## src/rtl/token_to_number.sv

```systemverilog
// Numeric-literal stage: pulls token bytes from the tokenizer and converts
// each whitespace-delimited token to a WIDTH-bit cell (Forth >NUMBER style).
module token_to_number #(
    parameter int WIDTH        = 16,
    parameter int DEFAULT_BASE = 10
) (
    input  logic             i_clk,
    input  logic             i_rst,
    input  logic             i_en,
    input  logic [7:0]       i_data,
    input  logic             i_ready,
    input  logic [5:0]       i_base,
    output logic             o_next,
    output logic [WIDTH-1:0] o_value,
    output logic             o_valid,
    output logic             o_nan,
    output logic             o_overflow
);

    typedef enum logic [2:0] {
        IDLE,
        PREFIX,
        SIGN,
        ACCUM,
        SKIP,
        EMIT
    } state_t;

    state_t           state;
    logic [5:0]       base_q;
    logic [WIDTH-1:0] acc;
    logic             neg;
    logic             ovf;
    logic             emit_num;
    logic             next_q;
    logic             valid_q;
    logic             nan_q;

    logic             accept;
    logic             is_delim;
    logic             is_minus;
    logic             is_prefix;
    logic [5:0]       prefix_base;
    logic [5:0]       digit;
    logic [5:0]       base_in;
    logic [5:0]       cur_base;
    logic             dig_ok;
    logic [WIDTH+6:0] prod;

    function automatic logic [5:0] digit_of(input logic [7:0] c);
        logic [5:0] d;
        d = 6'h3f;
        if (c >= 8'h30 && c <= 8'h39)
            d = 6'(c - 8'h30);
        else if (c >= 8'h41 && c <= 8'h5a)
            d = 6'(c - 8'h37);
        else if (c >= 8'h61 && c <= 8'h7a)
            d = 6'(c - 8'h57);
        return d;
    endfunction

    // Pulses are only visible on enabled cycles so a frozen stage
    // never advances the tokenizer or double-reports a token.
    assign o_next  = next_q & i_en;
    assign o_valid = valid_q & i_en;
    assign o_nan   = nan_q & i_en;

    always_comb begin
        is_delim = (i_data == 8'h00) || (i_data == 8'h09) ||
                   (i_data == 8'h0a) || (i_data == 8'h0d) ||
                   (i_data == 8'h20);
        is_minus    = (i_data == 8'h2d);
        is_prefix   = 1'b1;
        prefix_base = 6'd10;
        unique case (1'b1)
            (i_data == 8'h24): prefix_base = 6'd16;
            (i_data == 8'h23): prefix_base = 6'd10;
            (i_data == 8'h25): prefix_base = 6'd2;
            default:           is_prefix   = 1'b0;
        endcase
        digit    = digit_of(i_data);
        base_in  = (i_base >= 6'd2 && i_base <= 6'd36) ? i_base
                                                       : 6'(DEFAULT_BASE);
        cur_base = (state == IDLE) ? base_in : base_q;
        dig_ok   = digit < cur_base;
        prod     = (WIDTH+7)'(acc) * (WIDTH+7)'(base_q) + (WIDTH+7)'(digit);
        accept   = i_en & i_ready & ~next_q & (state != EMIT);
    end

    always_ff @(posedge i_clk or negedge i_rst) begin
        if (!i_rst) begin
            state      <= IDLE;
            base_q     <= 6'(DEFAULT_BASE);
            acc        <= '0;
            neg        <= 1'b0;
            ovf        <= 1'b0;
            emit_num   <= 1'b0;
            next_q     <= 1'b0;
            valid_q    <= 1'b0;
            nan_q      <= 1'b0;
            o_value    <= '0;
            o_overflow <= 1'b0;
        end else if (i_en) begin
            next_q  <= accept;
            valid_q <= 1'b0;
            nan_q   <= 1'b0;
            if (state == EMIT) begin
                if (emit_num) begin
                    o_value    <= neg ? (~acc + 1'b1) : acc;
                    valid_q    <= 1'b1;
                    o_overflow <= ovf;
                end else begin
                    nan_q      <= 1'b1;
                    o_overflow <= 1'b0;
                end
                acc   <= '0;
                neg   <= 1'b0;
                ovf   <= 1'b0;
                state <= IDLE;
            end else if (accept) begin
                unique case (state)
                    IDLE: begin
                        base_q <= base_in;
                        if (is_delim) begin
                            state <= IDLE;
                        end else if (is_prefix) begin
                            base_q <= prefix_base;
                            state  <= PREFIX;
                        end else if (is_minus) begin
                            neg   <= 1'b1;
                            state <= SIGN;
                        end else if (dig_ok) begin
                            acc   <= WIDTH'(digit);
                            state <= ACCUM;
                        end else begin
                            state <= SKIP;
                        end
                    end
                    PREFIX: begin
                        if (is_minus) begin
                            neg   <= 1'b1;
                            state <= SIGN;
                        end else if (dig_ok) begin
                            acc   <= WIDTH'(digit);
                            state <= ACCUM;
                        end else if (is_delim) begin
                            emit_num <= 1'b0;
                            state    <= EMIT;
                        end else begin
                            state <= SKIP;
                        end
                    end
                    SIGN: begin
                        if (dig_ok) begin
                            acc   <= WIDTH'(digit);
                            state <= ACCUM;
                        end else if (is_delim) begin
                            emit_num <= 1'b0;
                            state    <= EMIT;
                        end else begin
                            state <= SKIP;
                        end
                    end
                    ACCUM: begin
                        if (dig_ok) begin
                            acc <= prod[WIDTH-1:0];
                            ovf <= ovf | (|prod[WIDTH+6:WIDTH]);
                        end else if (is_delim) begin
                            emit_num <= 1'b1;
                            state    <= EMIT;
                        end else begin
                            state <= SKIP;
                        end
                    end
                    SKIP: begin
                        if (is_delim) begin
                            emit_num <= 1'b0;
                            state    <= EMIT;
                        end
                    end
                    default: state <= IDLE;
                endcase
            end
        end
    end

endmodule

```

## config.mk

```make
export PLATFORM = sky130hd
export DESIGN_NAME = token_to_number
export DESIGN_NICKNAME = d
export VERILOG_FILES = /design/src/rtl/token_to_number.sv
export SDC_FILE = /design/constraint.sdc
export NUM_CORES = 1
export LEC_CHECK = 0
export CORE_ASPECT_RATIO = 2
export CORE_MARGIN = 3
export CORE_UTILIZATION = 30
export CTS_CLUSTER_DIAMETER = 50
export DETAILED_ROUTE_END_ITERATION = 8
export PLACE_DENSITY = 0.55
export SLEW_MARGIN = 5
export SYNTH_ARGS = -nofsm -noshare
export SYNTH_HDL_FRONTEND = slang
export SYNTH_SLANG_ARGS = --single-unit
export TNS_END_PERCENT = 10
```

## constraint.sdc

```tcl
create_clock -name i_clk -period 5.6 [get_ports i_clk]
set_clock_uncertainty 0.1 [all_clocks]
set_input_delay 1.4 -clock i_clk [delete_from_list [all_inputs] [get_ports i_clk]]
set_output_delay 1.4 -clock i_clk [all_outputs]
set_load 0.01 [all_outputs]
```

=== Yosys cells after proc, flatten, opt, wreduce, memory -nomap -nowiden ===
Cells that the tools add are included.

* Logic and storage cells: 135
* ROM bits: 0
* Bits in registers: 48
* Memories: 0
* Latch bits: 0
* Input port bits: 18
* Memory bits (writable): 0

* Equal/unequal tests: 22
* $lt $le $gt $ge: 9
* Div/mod/pow operators: 0
* Bitwise gates (word level): 10
* Mux-type cells: 51
* Reductions and logical operators: 26
* Add/sub/neg operators: 5
* Multipliers: 1
* Shifts and indexed selects: 0

{| class="wikitable"
|+ Operators by type and width
! kind !! number
|-
| $mux W16 || 8
|-
| $pmux W16 S4 || 1
|-
| $mux W6 || 7
|-
| $eq A8 B6 Y1 const B || 5
|-
| $mux W3 || 10
|-
| $eq A8 B4 Y1 const B || 3
|-
| $add A22 B6 Y23 || 1
|-
| $mul A16 B6 Y22 || 1
|-
| $mux W1 || 21
|-
| $add A16 B1 Y16 const B || 1
|-
| $ge A8 B7 Y1 const B || 2
|-
| $le A8 B7 Y1 const B || 2
|-
| $not A16 Y16 || 1
|-
| $pmux W3 S5 || 1
|-
| $ne A3 B3 Y1 const B || 4
|-
| $reduce_and A4 Y1 || 3
|-
| $sub A6 B6 Y6 const B || 2
|-
| $pmux W5 S2 || 1
|-
| $ge A8 B6 Y1 const B || 1
|-
| $le A8 B6 Y1 const B || 1
|-
| $logic_not A8 Y1 || 1
|-
| $reduce_and A7 Y1 || 1
|-
| $reduce_or A7 Y1 || 1
|-
| $and A1 B1 Y1 || 6
|-
| 25 further kinds || 39
|}

=== Longest topological paths before layout ===
* Depth after elaboration: 13
* Depth in mapped cells: 20
* Mapped depth without buffers: 19

=== Least setup slack after synthesis ===
No wires, ideal clock.

* Path kind: input-to-reg
* Start: in i_data[0]
* End: reg ovf
* Required time: 5.374 ns
* Arrival: 5.705 ns
* Path slack: -0.331 ns
* Library setup time: 0.126 ns
* Cell stages on the path: 19
* Cell sequence: buf_2 > inv_1 > ha_1 > or4b_1 > a21boi_1 > a311oi_4 > nor2_1 > o21ai_0 > o21ai_0 > fa_1 > ha_1 > o211ai_1 > o21ai_1 > o21ai_1 > nand2_1 > a221o_1 > a2111oi_0 > nand3_1 > o311a_1

* Longest elaborated chain between the ends: 12
* Elaborated cells between the ends (all ways): 25
* Those cells by class: add/sub: 4; order compare: 7; mux: 7; bitwise: 1; reduce/logical: 6

{| class="wikitable"
|+ Ends and longest elaborated chain
! item !! RTL line !! text
|-
| start, declared || 10 || <nowiki>input logic [7:0] i_data,</nowiki>
|-
| $ge A8 B7 Y1 / $le A8 B7 Y1 (equally long branches) || 57 || <nowiki>else if (c >= 8'h61 && c <= 8'h7a)</nowiki>
|-
| $logic_and A1 B1 Y1 || 57 ||
|-
| $mux W6 || 57 ||
|-
| $mux W6 || 55 || <nowiki>else if (c >= 8'h41 && c <= 8'h5a)</nowiki>
|-
| $mux W6 * || 53 || <nowiki>if (c >= 8'h30 && c <= 8'h39)</nowiki>
|-
| $add A22 B6 Y23 || 86 || <nowiki>prod = (WIDTH+7)'(acc) * (WIDTH+7)'(base_q) + (WIDTH+7)'(digit);</nowiki>
|-
| $reduce_or A7 Y1 || 167 || <nowiki>ovf <= ovf | (|prod[WIDTH+6:WIDTH]);</nowiki>
|-
| $or A1 B1 Y1 || 167 ||
|-
| $mux W1 || 165 || <nowiki>if (dig_ok) begin</nowiki>
|-
| $mux W1 || 121 || <nowiki>unique case (state)</nowiki>
|-
| $mux W1 || 120 || <nowiki>end else if (accept) begin</nowiki>
|-
| $mux W1 || 107 || <nowiki>if (state == EMIT) begin</nowiki>
|-
| end signal, assigned || 167 ||
|-
| end, declared || 33 || <nowiki>logic ovf;</nowiki>
|}

Every way passes the cells marked *; elsewhere a longest branch is shown, timed or not. The select of a mux whose other input is x is not followed.
A chain may end at the register's enable or synchronous reset.

=== Final worst setup path ===
* Start: in i_data[0]
* End: reg acc[14]

* Longest elaborated chain between the ends: 13
* Elaborated cells between the ends (all ways): 44
* Those cells by class: add/sub: 4; order compare: 7; eq/ne: 11; mux: 12; reduce/logical: 10

{| class="wikitable"
|+ Ends and longest elaborated chain
! item !! RTL line !! text
|-
| $ge A8 B7 Y1 / $le A8 B7 Y1 (equally long branches) || 57 ||
|-
| $logic_and A1 B1 Y1 || 57 ||
|-
| $mux W6 || 57 ||
|-
| $mux W6 || 55 ||
|-
| $mux W6 || 53 ||
|-
| $lt A6 B6 Y1 || 85 || <nowiki>dig_ok = digit < cur_base;</nowiki>
|-
| $mux W16 (4 in series) || -- ||
|-
| $pmux W16 S4 || 121 ||
|-
| $mux W16 || 120 ||
|-
| $mux W16 || 107 ||
|-
| end signal, assigned || 133 || <nowiki>acc <= WIDTH'(digit);</nowiki>
|-
| end signal, assigned || 144 || <nowiki>acc <= WIDTH'(digit);</nowiki>
|-
| end signal, assigned || 155 || <nowiki>acc <= WIDTH'(digit);</nowiki>
|-
| end, declared || 31 || <nowiki>logic [WIDTH-1:0] acc;</nowiki>
|}

Parallel ways exist; a longest one is shown, timed or not. The select of a mux whose other input is x is not followed.

==> metrics.md <==
| Metric | Value |
|---|---|
| Initial antenna violation count | 0 |
| Hold Buf Count CTS | 0 |
| Fin. Hold Viols | 0 |
| Area Growth Syn to Fin | 24.19% |
| Total GRT Usage | 0.1659 |
| CP bufs+invs | 22 |
| WHS | ~0.38 ns |
| H-tree level count | 2 |
| Worst-Margin Slew | about 1.0 ns |
| Fillers | ~2300 |
| Horiz. Die Dim | approximately 110 um |
| Crit Path Category | in -> reg |
| Fmax | between 150 and 200 MHz |
| Utilization after layout | 0.3824 |
| IO Count | 38 |
| DR DRC count | 0 |
| Layout cells sized above 1 | 0.1730 |
| Crit-path leading delay family | buffers and inverters |
| Final HPWL DP | 15.80 mm |
| Design area | ~8300 um2 |
| Largest stage delay, worst path | roughly 0.35 ns |
| Num CTS Buffers | 5 |
| Full die area | roughly 24000 um2 |
| Worst slew margin | 0.3041 |
| Synth area leader | fa_1 |
| Hold crit path type | reg -> reg |
| Critical Path AT | 5.60 ns |
| Mapped Nets | 925 |
| GRT Residual Overflow | 0 |
| ANT cells | 0 |
| Non-Filler Instances | between 1000 and 1500 |
| Synth area leaders | fa_1 18%, dfrtp_1 17%, ha_1 13% |
| Vias per cell | around 5.2 |
| ANT nets after route | 0 |
| Peak VDD IR | between 300 and 400 uV |
| First-pass GRT wire length | around 33 mm |
| Clock transition at path regs | about 0.060 ns |
| Die Y | around 220 um |
| Total number of vias | between 5000 and 6000 |
| Fin crit share | 0.9857 |
| Cell with the most instances after synthesis | and2_1 |
| CTS tree | yes |
| Layout net count | 1019 |
| Synth unique cells | 72 |
| P_leak | roughly 4 nW |
| CP Launch Type | input port |
| Netlist Area Pre-Place | between 6000 and 7000 um2 |
| Synth Area per Inst | 8.581 um2 |
| IO buf count | 37 |
| Cells after Synth | a little under 800 |
| Vias in the first global route | 6531 |
| Synth top cells by count | 88 x and2_1, 72 x nand2_1, 69 x ha_1, 61 x inv_1, 60 x fa_1 |
| Starting density of the core | 0.3079 |
| Ys async rst share | 1.000 |
| Core footprint | 21680 um2 |
| Total Power | around 3.6 mW |
| Max clock buf depth | 2 |
| Wire per inst | between 15 and 20 um |
| Synth Register Bits | between 40 and 50 |
| Cells after DPL | approximately 1100 |
| Critical path's slowest cell | a211oi_4 |
| Main synth FF type | dfrtp_1 |
| Worst endpoint required time | about 5.7 ns |
| Synthesis Warnings | 0 |
| Crit path top cell by count | buf_4 |
| Area after DPL | between 7000 and 8000 um2 |
| Sequential area share after synthesis | 0.1803 |
| Fin. max-slew vios | 0 |
| Post-synth EDFFs | 0 |
| Area share of the largest cell type after synthesis | 0.1799 |
| Total wire length | between 15 and 20 mm |
| Max cap viols | 0 |
| Status | complete, no violations |
| Pwr Density | 436.6 nW/um2 |
| Row count | 76 |
| Worst-Skew Late Latency | approximately 0.3 ns |
| CP Capture Type | register |
| Clock root buffer | clkbuf_16 |
| Final min period | around 5.5 ns |
| DRT iter0 DRCs | 190 |
| Final setup viols | 0 |
| First-pass iteration count of the detailed router | 5 |
| Largest net degree at the start of global routing | 49 |
| Max FO, Critical Path | 6 |
| RePlAce Congestion | just over 0.9 |
| Clock Sinks | 48 |
[through the flow]
| step | setup WS [ns] | TNS (ns) |
|---|---|---|
| after floorplan | 0.01524 | 0 |
| after global placement | -0.5585 | -1.110 |
| after detailed placement | -0.6718 | -1.997 |
| after CTS | 0.01644 | 0 |
| after global routing | -0.01304 | -0.01710 |
| final | 0.08027 | 0 |
[routing by layer]
layer / vias to the layer above / part of all wire / global-route usage / wire (um)
met5: - / 0 / 0 / 0
met4: 0 / 0.041 / 0.06699 / 804
met3: 47 / 0.021 / 0.01224 / 413
met2: 142 / 0.59 / 0.3454 / 11540
met1: 2879 / 0.35 / 0.1632 / 6888
li1: 2850 / - / - / -
[report_power, final]
group | switching (mW) | total (mW) | internal, mW | leakage (nW)
Clock | 0.136 | 0.347 | 0.210 | 0.0808
Combinational | 1.40 | 2.67 | 1.27 | 3.30
Sequential | 0.168 | 0.600 | 0.432 | 0.640
[flip-flops by register name, indices dropped and copies added, names as in the netlist]
signal / count
o_value: 16
o_overflow: 1
emit_num: 1
ovf: 1
state: 3
neg: 1
base_q: 6
nan_q: 1
acc: 16
valid_q: 1
next_q: 1
[worst paths after layout]
check / from / to / slack [ns] / cells after the start
worst min register to register: o_value[8]$_DFFE_PN0P_ / o_value[8]$_DFFE_PN0P_ / 0.38 / 2
worst max-delay path: i_data[0] / acc[14]$_DFFE_PN0P_ / 0.08 / 30
min in group asynchronous: i_rst / acc[0]$_DFFE_PN0P_ / 1.11 / 2
worst min-delay path: o_value[8]$_DFFE_PN0P_ / o_value[8]$_DFFE_PN0P_ / 0.38 / 2
max in group asynchronous: i_rst / acc[12]$_DFFE_PN0P_ / 3.84 / 2
worst max register to register: base_q[3]$_DFFE_PN1P_ / ovf$_DFFE_PN0P_ / 0.26 / 16
[final cells by class]
class	count	area, um2	share of cell area
Clock inverter	2	35.03	0.004225
Sequential cell	48	1204	0.1452
Inverter	61	229.0	0.02761
Timing Repair Buffer	127	1036	0.1249
Multi-Input combinational cell	629	5318	0.6413
Clock buffer	6	128.9	0.01554
Tap cell	273	341.6	0.04120
[cells in the final DEF, fill, tap and decap left out, types with 4 or more instances in the layout]
master           instances
a21o_1                  14
a21oi_1                 34
a31oi_1                  6
and2_1                  88
and3_1                  13
buf_4                   88
clkbuf_16                5
clkdlybuf4s50_1         29
dfrtp_1                 46
fa_1                    60
ha_1                    60
ha_4                     6
inv_1                   58
nand2_1                 71
nand2b_1                 9
nand3_1                 15
nand3b_1                 5
nor2_1                  33
nor2b_1                  7
nor3_1                   5
o211ai_1                 4
o21ai_0                 51
o21ai_1                  5
o21ai_2                  4
o21bai_1                 4
o22ai_1                  5
o2bb2ai_1                5
o31ai_1                 11
or3_1                    5
xnor2_1                 16
xor2_1                  14
[what timing repair did]
action                     in CTS  in global routing
setup endpoints to repair       1                 21
pin swaps                      18                 15
gates resized for setup        22                 32
setup buffers                  20                  1
cloned                          2                  0
[tightest hold or removal path: stages, from the launching register on]
cell,delay [ns]
dfrtp_1,0.34
nand2_1,0.04
o21ai_0,0.06
[cells by family (layout without fill, tap and decap cells)]
kind of cell / after synthesis / in the layout / synth area share
mux: 5 / 5 / 0.007871
xor+xnor: 30 / 30 / 0.03936
fa+ha+maj: 129 / 129 / 0.3092
buf+inv: 102 / 196 / 0.05903
compound gates: 191 / 191 / 0.1865
flops: 48 / 48 / 0.1803
simple gates: 273 / 274 / 0.2178
Note: power is estimated with default switching activity, not from simulation.
